$ cat config.mk
export PLATFORM = sky130hd
export DESIGN_NAME = mem_stage
export DESIGN_NICKNAME = d
export VERILOG_FILES = /design/src/rtl/mem_pkg.sv /design/src/rtl/load_extend.sv /design/src/rtl/mem_stage.sv
export SDC_FILE = /design/constraint.sdc
export NUM_CORES = 1
export LEC_CHECK = 0
export CORE_ASPECT_RATIO = 0.8
export CORE_MARGIN = 2
export CORE_UTILIZATION = 46
export DETAILED_ROUTE_END_ITERATION = 8
export GPL_TIMING_DRIVEN = 0
export PLACE_DENSITY = 0.89
export REMOVE_ABC_BUFFERS = 1
export SETUP_SLACK_MARGIN = 0.1
export SLEW_MARGIN = 40
export SYNTH_ARGS = -nofsm -noshare
export SYNTH_HDL_FRONTEND = slang
export SYNTH_SLANG_ARGS = --single-unit
$ cat constraint.sdc
create_clock -name clk_i -period 3.75 [get_ports clk_i]
set_clock_uncertainty 0.15 [all_clocks]
set_input_delay 1.125 -clock clk_i [delete_from_list [all_inputs] [get_ports clk_i]]
set_output_delay 1.125 -clock clk_i [all_outputs]
set_load 0.005 [all_outputs]
$ cat src/rtl/mem_pkg.sv
// Shared types and constants for the RV32I memory-access stage.
// Holds the opcode/funct3 encodings, FSM states and the MEM/WB record.
package mem_pkg;

  localparam logic [6:0] OP_LOAD  = 7'b0000011;
  localparam logic [6:0] OP_STORE = 7'b0100011;

  localparam logic [2:0] F3_B  = 3'b000;
  localparam logic [2:0] F3_H  = 3'b001;
  localparam logic [2:0] F3_W  = 3'b010;
  localparam logic [2:0] F3_BU = 3'b100;
  localparam logic [2:0] F3_HU = 3'b101;

  typedef enum logic [1:0] {
    ST_IDLE = 2'b00,
    ST_BUSY = 2'b01,
    ST_DONE = 2'b10
  } mem_state_e;

  typedef struct packed {
    logic [31:0] alu;
    logic [31:0] mem;
    logic [31:0] pc4;
    logic [31:0] inst;
    logic [1:0]  wbsel;
    logic        regwen;
    logic [4:0]  rsw;
  } wb_t;

  localparam wb_t WB_BUBBLE = '{alu: 32'h0, mem: 32'h0, pc4: 32'h0, inst: 32'h0,
                                wbsel: 2'b00, regwen: 1'b0, rsw: 5'd0};

  // Unknown funct3 encodings behave as word accesses.
  function automatic logic access_misaligned(input logic [2:0] f3, input logic [1:0] a);
    case (f3)
      F3_B, F3_BU: return 1'b0;
      F3_H, F3_HU: return a[0];
      F3_W:        return (a != 2'b00);
      default:     return (a != 2'b00);
    endcase
  endfunction

endpackage

$ cat src/rtl/load_extend.sv
// Selects the addressed byte/halfword lane of a read word and
// sign- or zero-extends it according to funct3.
module load_extend
  import mem_pkg::*;
(
  input  logic [31:0] rdata,
  input  logic [1:0]  addr_lo,
  input  logic [2:0]  funct3,
  output logic [31:0] ext_data
);

  logic [7:0]  byte_s;
  logic [15:0] half_s;

  // Lane select then extension.
  always_comb begin
    byte_s = 8'h00;
    case (addr_lo)
      2'b00:   byte_s = rdata[7:0];
      2'b01:   byte_s = rdata[15:8];
      2'b10:   byte_s = rdata[23:16];
      2'b11:   byte_s = rdata[31:24];
      default: byte_s = rdata[7:0];
    endcase
    if (addr_lo[1]) begin
      half_s = rdata[31:16];
    end else begin
      half_s = rdata[15:0];
    end
    case (funct3)
      F3_B:    ext_data = {{24{byte_s[7]}}, byte_s};
      F3_BU:   ext_data = {24'h000000, byte_s};
      F3_H:    ext_data = {{16{half_s[15]}}, half_s};
      F3_HU:   ext_data = {16'h0000, half_s};
      F3_W:    ext_data = rdata;
      default: ext_data = rdata;
    endcase
  end

endmodule

$ cat src/rtl/mem_stage.sv
// MEM stage: issues handshaked data-memory transactions, stalls upstream
// while one is outstanding, and owns the MEM/WB pipeline register.
module mem_stage
  import mem_pkg::*;
(
  input  logic        clk_i,
  input  logic        rst_ni,
  input  logic [31:0] alu_mem_i,
  input  logic [31:0] rs2_mem_i,
  input  logic [31:0] pc4_mem_i,
  input  logic        MemRW_mem_i,
  input  logic [1:0]  WBSel_mem_i,
  input  logic        RegWEn_mem_i,
  input  logic [4:0]  rsW_mem_i,
  input  logic [31:0] inst_mem_i,
  input  logic        enable_i,
  input  logic        reset_i,
  output logic        dmem_req_o,
  output logic        dmem_we_o,
  output logic [31:0] dmem_addr_o,
  output logic [31:0] dmem_wdata_o,
  output logic [3:0]  dmem_be_o,
  input  logic [31:0] dmem_rdata_i,
  input  logic        dmem_ack_i,
  output logic        stall_o,
  output logic        misalign_o,
  output logic [31:0] alu_wb_o,
  output logic [31:0] mem_wb_o,
  output logic [31:0] pc4_wb_o,
  output logic [31:0] inst_wb_o,
  output logic [1:0]  WBSel_wb_o,
  output logic        RegWEn_wb_o,
  output logic [4:0]  rsW_wb_o
);

  mem_state_e  state_r, state_nxt_s;
  logic        is_load_s, memop_s, misalign_s, issue_s, stall_s;
  logic [2:0]  funct3_s;
  logic [1:0]  addr_lo_s;
  logic [31:0] wdata_s, load_src_s, ext_s, rdata_r;
  logic [3:0]  be_s;
  logic        req_r, we_r;
  logic [31:0] addr_r, wdata_r;
  logic [3:0]  be_r;
  wb_t         wb_r, wb_nxt_s;

  assign funct3_s   = inst_mem_i[14:12];
  assign addr_lo_s  = alu_mem_i[1:0];
  assign is_load_s  = (inst_mem_i[6:0] == OP_LOAD);
  assign memop_s    = is_load_s | MemRW_mem_i;
  assign misalign_s = memop_s & access_misaligned(funct3_s, addr_lo_s);
  assign issue_s    = memop_s & ~misalign_s;

  // Store lane replication and byte enables (also used as read enables).
  always_comb begin
    case (funct3_s)
      F3_B, F3_BU: begin
        wdata_s = {4{rs2_mem_i[7:0]}};
        be_s    = 4'b0001 << addr_lo_s;
      end
      F3_H, F3_HU: begin
        wdata_s = {2{rs2_mem_i[15:0]}};
        be_s    = addr_lo_s[1] ? 4'b1100 : 4'b0011;
      end
      default: begin
        wdata_s = rs2_mem_i;
        be_s    = 4'b1111;
      end
    endcase
  end

  // Next-state and stall decode.
  always_comb begin
    state_nxt_s = state_r;
    stall_s     = 1'b0;
    case (state_r)
      ST_IDLE: begin
        if (issue_s) begin
          state_nxt_s = ST_BUSY;
          stall_s     = 1'b1;
        end else begin
          state_nxt_s = ST_IDLE;
        end
      end
      ST_BUSY: begin
        if (dmem_ack_i) begin
          state_nxt_s = enable_i ? ST_IDLE : ST_DONE;
        end else begin
          state_nxt_s = ST_BUSY;
          stall_s     = 1'b1;
        end
      end
      ST_DONE: begin
        if (enable_i) begin
          state_nxt_s = ST_IDLE;
        end else begin
          state_nxt_s = ST_DONE;
        end
      end
      default: state_nxt_s = ST_IDLE;
    endcase
  end

  // FSM state register.
  always_ff @(posedge clk_i) begin
    if (!rst_ni) begin
      state_r <= ST_IDLE;
    end else begin
      state_r <= state_nxt_s;
    end
  end

  // Bus outputs are launched from IDLE and held until the ack edge.
  always_ff @(posedge clk_i) begin
    if (!rst_ni) begin
      req_r   <= 1'b0;
      we_r    <= 1'b0;
      addr_r  <= 32'h0;
      wdata_r <= 32'h0;
      be_r    <= 4'b0000;
    end else if ((state_r == ST_IDLE) && issue_s) begin
      req_r   <= 1'b1;
      we_r    <= MemRW_mem_i;
      addr_r  <= {alu_mem_i[31:2], 2'b00};
      wdata_r <= wdata_s;
      be_r    <= be_s;
    end else if ((state_r == ST_BUSY) && dmem_ack_i) begin
      req_r   <= 1'b0;
    end
  end

  // Read data captured at ack so it survives a DONE wait.
  always_ff @(posedge clk_i) begin
    if (!rst_ni) begin
      rdata_r <= 32'h0;
    end else if ((state_r == ST_BUSY) && dmem_ack_i) begin
      rdata_r <= dmem_rdata_i;
    end
  end

  assign load_src_s = (state_r == ST_BUSY) ? dmem_rdata_i : rdata_r;

  load_extend u_load_extend (
    .rdata    (load_src_s),
    .addr_lo  (addr_lo_s),
    .funct3   (funct3_s),
    .ext_data (ext_s)
  );

  // MEM/WB next value: hold, flush/bubble, or load.
  always_comb begin
    wb_nxt_s = wb_r;
    if (!enable_i) begin
      wb_nxt_s = wb_r;
    end else if (reset_i || stall_s) begin
      wb_nxt_s = WB_BUBBLE;
    end else begin
      wb_nxt_s.alu    = alu_mem_i;
      wb_nxt_s.mem    = (is_load_s && !misalign_s) ? ext_s : 32'h0;
      wb_nxt_s.pc4    = pc4_mem_i;
      wb_nxt_s.inst   = inst_mem_i;
      wb_nxt_s.wbsel  = WBSel_mem_i;
      wb_nxt_s.regwen = RegWEn_mem_i & ~misalign_s;
      wb_nxt_s.rsw    = rsW_mem_i;
    end
  end

  // MEM/WB register.
  always_ff @(posedge clk_i) begin
    if (!rst_ni) begin
      wb_r <= WB_BUBBLE;
    end else begin
      wb_r <= wb_nxt_s;
    end
  end

  assign dmem_req_o   = req_r;
  assign dmem_we_o    = we_r;
  assign dmem_addr_o  = addr_r;
  assign dmem_wdata_o = wdata_r;
  assign dmem_be_o    = be_r;
  assign stall_o      = stall_s;
  assign misalign_o   = misalign_s;
  assign alu_wb_o     = wb_r.alu;
  assign mem_wb_o     = wb_r.mem;
  assign pc4_wb_o     = wb_r.pc4;
  assign inst_wb_o    = wb_r.inst;
  assign WBSel_wb_o   = wb_r.wbsel;
  assign RegWEn_wb_o  = wb_r.regwen;
  assign rsW_wb_o     = wb_r.rsw;

endmodule

==> impl_metrics.py <==
metrics = {
    "outcome": {
        "outcome": "complete, no violations",
    },
    "synthesis": {
        "synth-xor-area-share_pct": 0,
        "ys_ff_latch": 238,
        "yosys_most_used_dff": "dfxtp_1",
        "ys.warnings.count": 0,
        "synth_top_family_by_area": "compound AO/OA/AOI/OAI gates",
        "synth_cell_types": 42,
        "synthMuxAreaShare_pct": 5.51,
        "netlist_instances": 943,
        "yosys.area_share.simple_pct": 13.1,
        "avgSynthCellArea_um2": 9.67,
        "ys_top_cells_by_area": "dfxtp_1, a22o_1, nand2_1",
        "async_flop_share_pct": 0,
        "seq_area_frac_synth_pct": 52.2,
        "yosysTopAreaCell": "dfxtp_1",
        "synth_compound_area_share_pct": 25.0,
        "synth_fa_ha_area_share_pct": 0,
        "syn_area_um2": 9120,
        "synth_edf_count": 0,
        "synthDominantCellAreaShare_pct": 52.2,
    },
    "sta": {
        "setup_viol": 0,
        "rsz0062_at_grt": "no",
        "slew_headroom_pct": 49.5,
        "finalWorstPathRequiredPeriod_ps": 3620,
        "hold_viol": 0,
        "period_share_pct": 96.5,
        "timing.fmax_mhz": 276,
        "final-max-slew-violation-count": 0,
        "worst_pin_slew_ps": 757,
        "holdWs_ps": 293,
    },
    "cts": {
        "htree_num_levels": 1,
        "clkLatencyLatePin_ps": 510,
        "root_buffer": "clkbuf_16",
        "clock-sinks": 238,
        "cts-buffers-inserted": 25,
        "clk_pin_slew_worst_paths_ps": 60,
        "cts_buffer_depth": 3,
        "cts_hold_buffers": 0,
        "cts_tree": "done",
    },
    "worst_setup_path": {
        "crit_type": "in -> out",
        "worstPathArrival_ps": 2340,
        "crit_path_max_fanout": 42,
        "cp-end-kind": "primary output",
        "cp-start-kind": "primary input",
        "required_ps": 2470,
    },
    "drt": {
        "route.detailed.drc": 0,
        "first_pass_iters": 6,
        "ant_nets": 0,
        "vias": 8877,
        "wl_per_cell_um": 20.5,
        "drt-initial-drc-count": 624,
        "via_per_inst": 5.56,
        "drt-total-wl_um": 32700,
    },
    "global_routing": {
        "grt_pass1_vias": 8578,
        "grt_use_total_pct": 29.1,
        "overflow": 0,
        "grt_max_degree": 75,
        "grt_pass1_wl_um": 48400,
        "antenna_found_initial": 1,
    },
    "pwr": {
        "powerDensity_nw_per_um2": 422,
        "ir_worst_vdd_mv": 0.328,
        "leakage_nw": 5.59,
    },
    "placement": {
        "portBuffers": 379,
        "dp_cells": 1528,
        "gp_congestion": 0.839,
        "dp_hpwl_um": 21600,
    },
    "final_layout": {
        "syn_to_final_growth_pct": 57.9,
        "fin_cells": 1598,
        "layout-drive-gt1-share_pct": 9.15,
        "fin_nets": 1490,
    },
    "floorplan": {
        "die_area_um2": 21000,
        "core_area_um2": 19600,
        "die_h_um": 130,
        "io_pins": 382,
        "initial_core_util_pct": 46.5,
        "die_w_um": 161,
        "rows": 46,
    },
    "min_path": {
        "hp-class": "reg -> reg",
    },
    "job": {
        "drv_cap": 0,
    },
}
[critical path: stages]
cell and delay [ps]:
buf_4 280, a21oi_4 270, nor2_4 100, o41ai_4 340
buf_2 210
[logic make-up after synthesis]
family / Yosys count
other: 1
multiplexers: 49
buffers and inverters: 86
AO/OA/AOI/OAI: 289
AND/OR/NAND/NOR: 280
flip-flops: 238
[layout by cell type (no fill, tap or decap), drive strengths merged, types with 6 or more instances in the layout]
cell,n
buf,59
a31oi,7
o22ai,15
o211a,21
a21boi,80
nor2,7
a22oi,8
mux2i,48
o211ai,12
o21ai,31
nand2,225
dfxtp,238
clkbuf,33
clkdlybuf4s50,365
nand3,12
and2,19
a22o,104
clkinv,6
[flip-flops by register name, indices dropped and copies added, names as in the netlist]
register / flops
RegWEn_wb_o: 1
WBSel_wb_o: 2
alu_wb_o: 32
dmem_addr_o: 30
dmem_be_o: 4
dmem_req_o: 1
dmem_wdata_o: 32
dmem_we_o: 1
inst_wb_o: 32
mem_wb_o: 32
pc4_wb_o: 32
rdata_r: 32
rsW_wb_o: 5
state_r: 2
[what timing repair did]
action / in CTS / in global routing
gates resized for setup: 46 / 21
gates cloned: 0 / 1
pin swaps: 4 / 7
setup buffers: 15 / 8
setup endpoints to repair: 97 / 35
hold endpoints to repair: 0 / 0
[synth_stat cells (12+ instances only)]
master    instances
dfxtp_1         238
nand2_1         225
a22o_1          104
a21boi_0         78
clkbuf_1         51
mux2i_1          48
buf_2            22
o211a_1          21
o21ai_0          21
and2_1           19
o22ai_1          15
nand3_1          12
o211ai_1         12
[report_power, final]
| group | total (W) | switching, W | internal [W] |
|---|---|---|---|
| Sequential | 0.00269 | 0.0000592 | 0.00263 |
| Combinational | 0.000879 | 0.000381 | 0.000498 |
| Clock | 0.00251 | 0.00103 | 0.00148 |
[per-stage QoR]
stage | util [%] | total power [W] | TNS (ps) | setup slack [ps] | instance area, µm²
after floorplan | - | 0.00302 | -501450 | -2740 | 8770
after global placement | 65.7 | 0.00353 | -1627990 | -8660 | 12900
after detailed placement | 67.9 | 0.00358 | -77590 | -1260 | 13300
after CTS | 72.9 | 0.00609 | 0 | 107 | 14300
after global routing | 73.4 | 0.00626 | 0 | 101 | 14400
final | 73.4 | 0.00608 | 0 | 130 | 14400
[layer usage]
layer  GRT usage [%]  up-vias  share of wire [%]
li1                -     4090                  -
met1            34.0     4332                 39
met2            51.9      381                 50
met3            8.33       74                8.2
met4            9.40        0                3.1
met5               0        -                  0
[layout make-up]
cell class	instances	area [µm²]
clock buffer	33	716
timing repair buffer	427	4380
multi-input combinational	620	4080
antenna	1	2.50
inverter	4	15.0
clock inverter	11	116
fill	1304	5220
sequential	238	4760
tap	264	330
[final timing paths]
| check | from | to | slack, ps | cells past startpoint |
|---|---|---|---|---|
| max reg2reg | state_r[0] | mem_wb_o[16] | 710 | 8 |
| max | inst_mem_i[13] | stall_o | 130 | 5 |
| min | mem_wb_o[22] | mem_wb_o[22] | 290 | 2 |
| min reg2reg | mem_wb_o[22] | mem_wb_o[22] | 290 | 2 |
No activity file was read; power rests on OpenSTA's default activity.
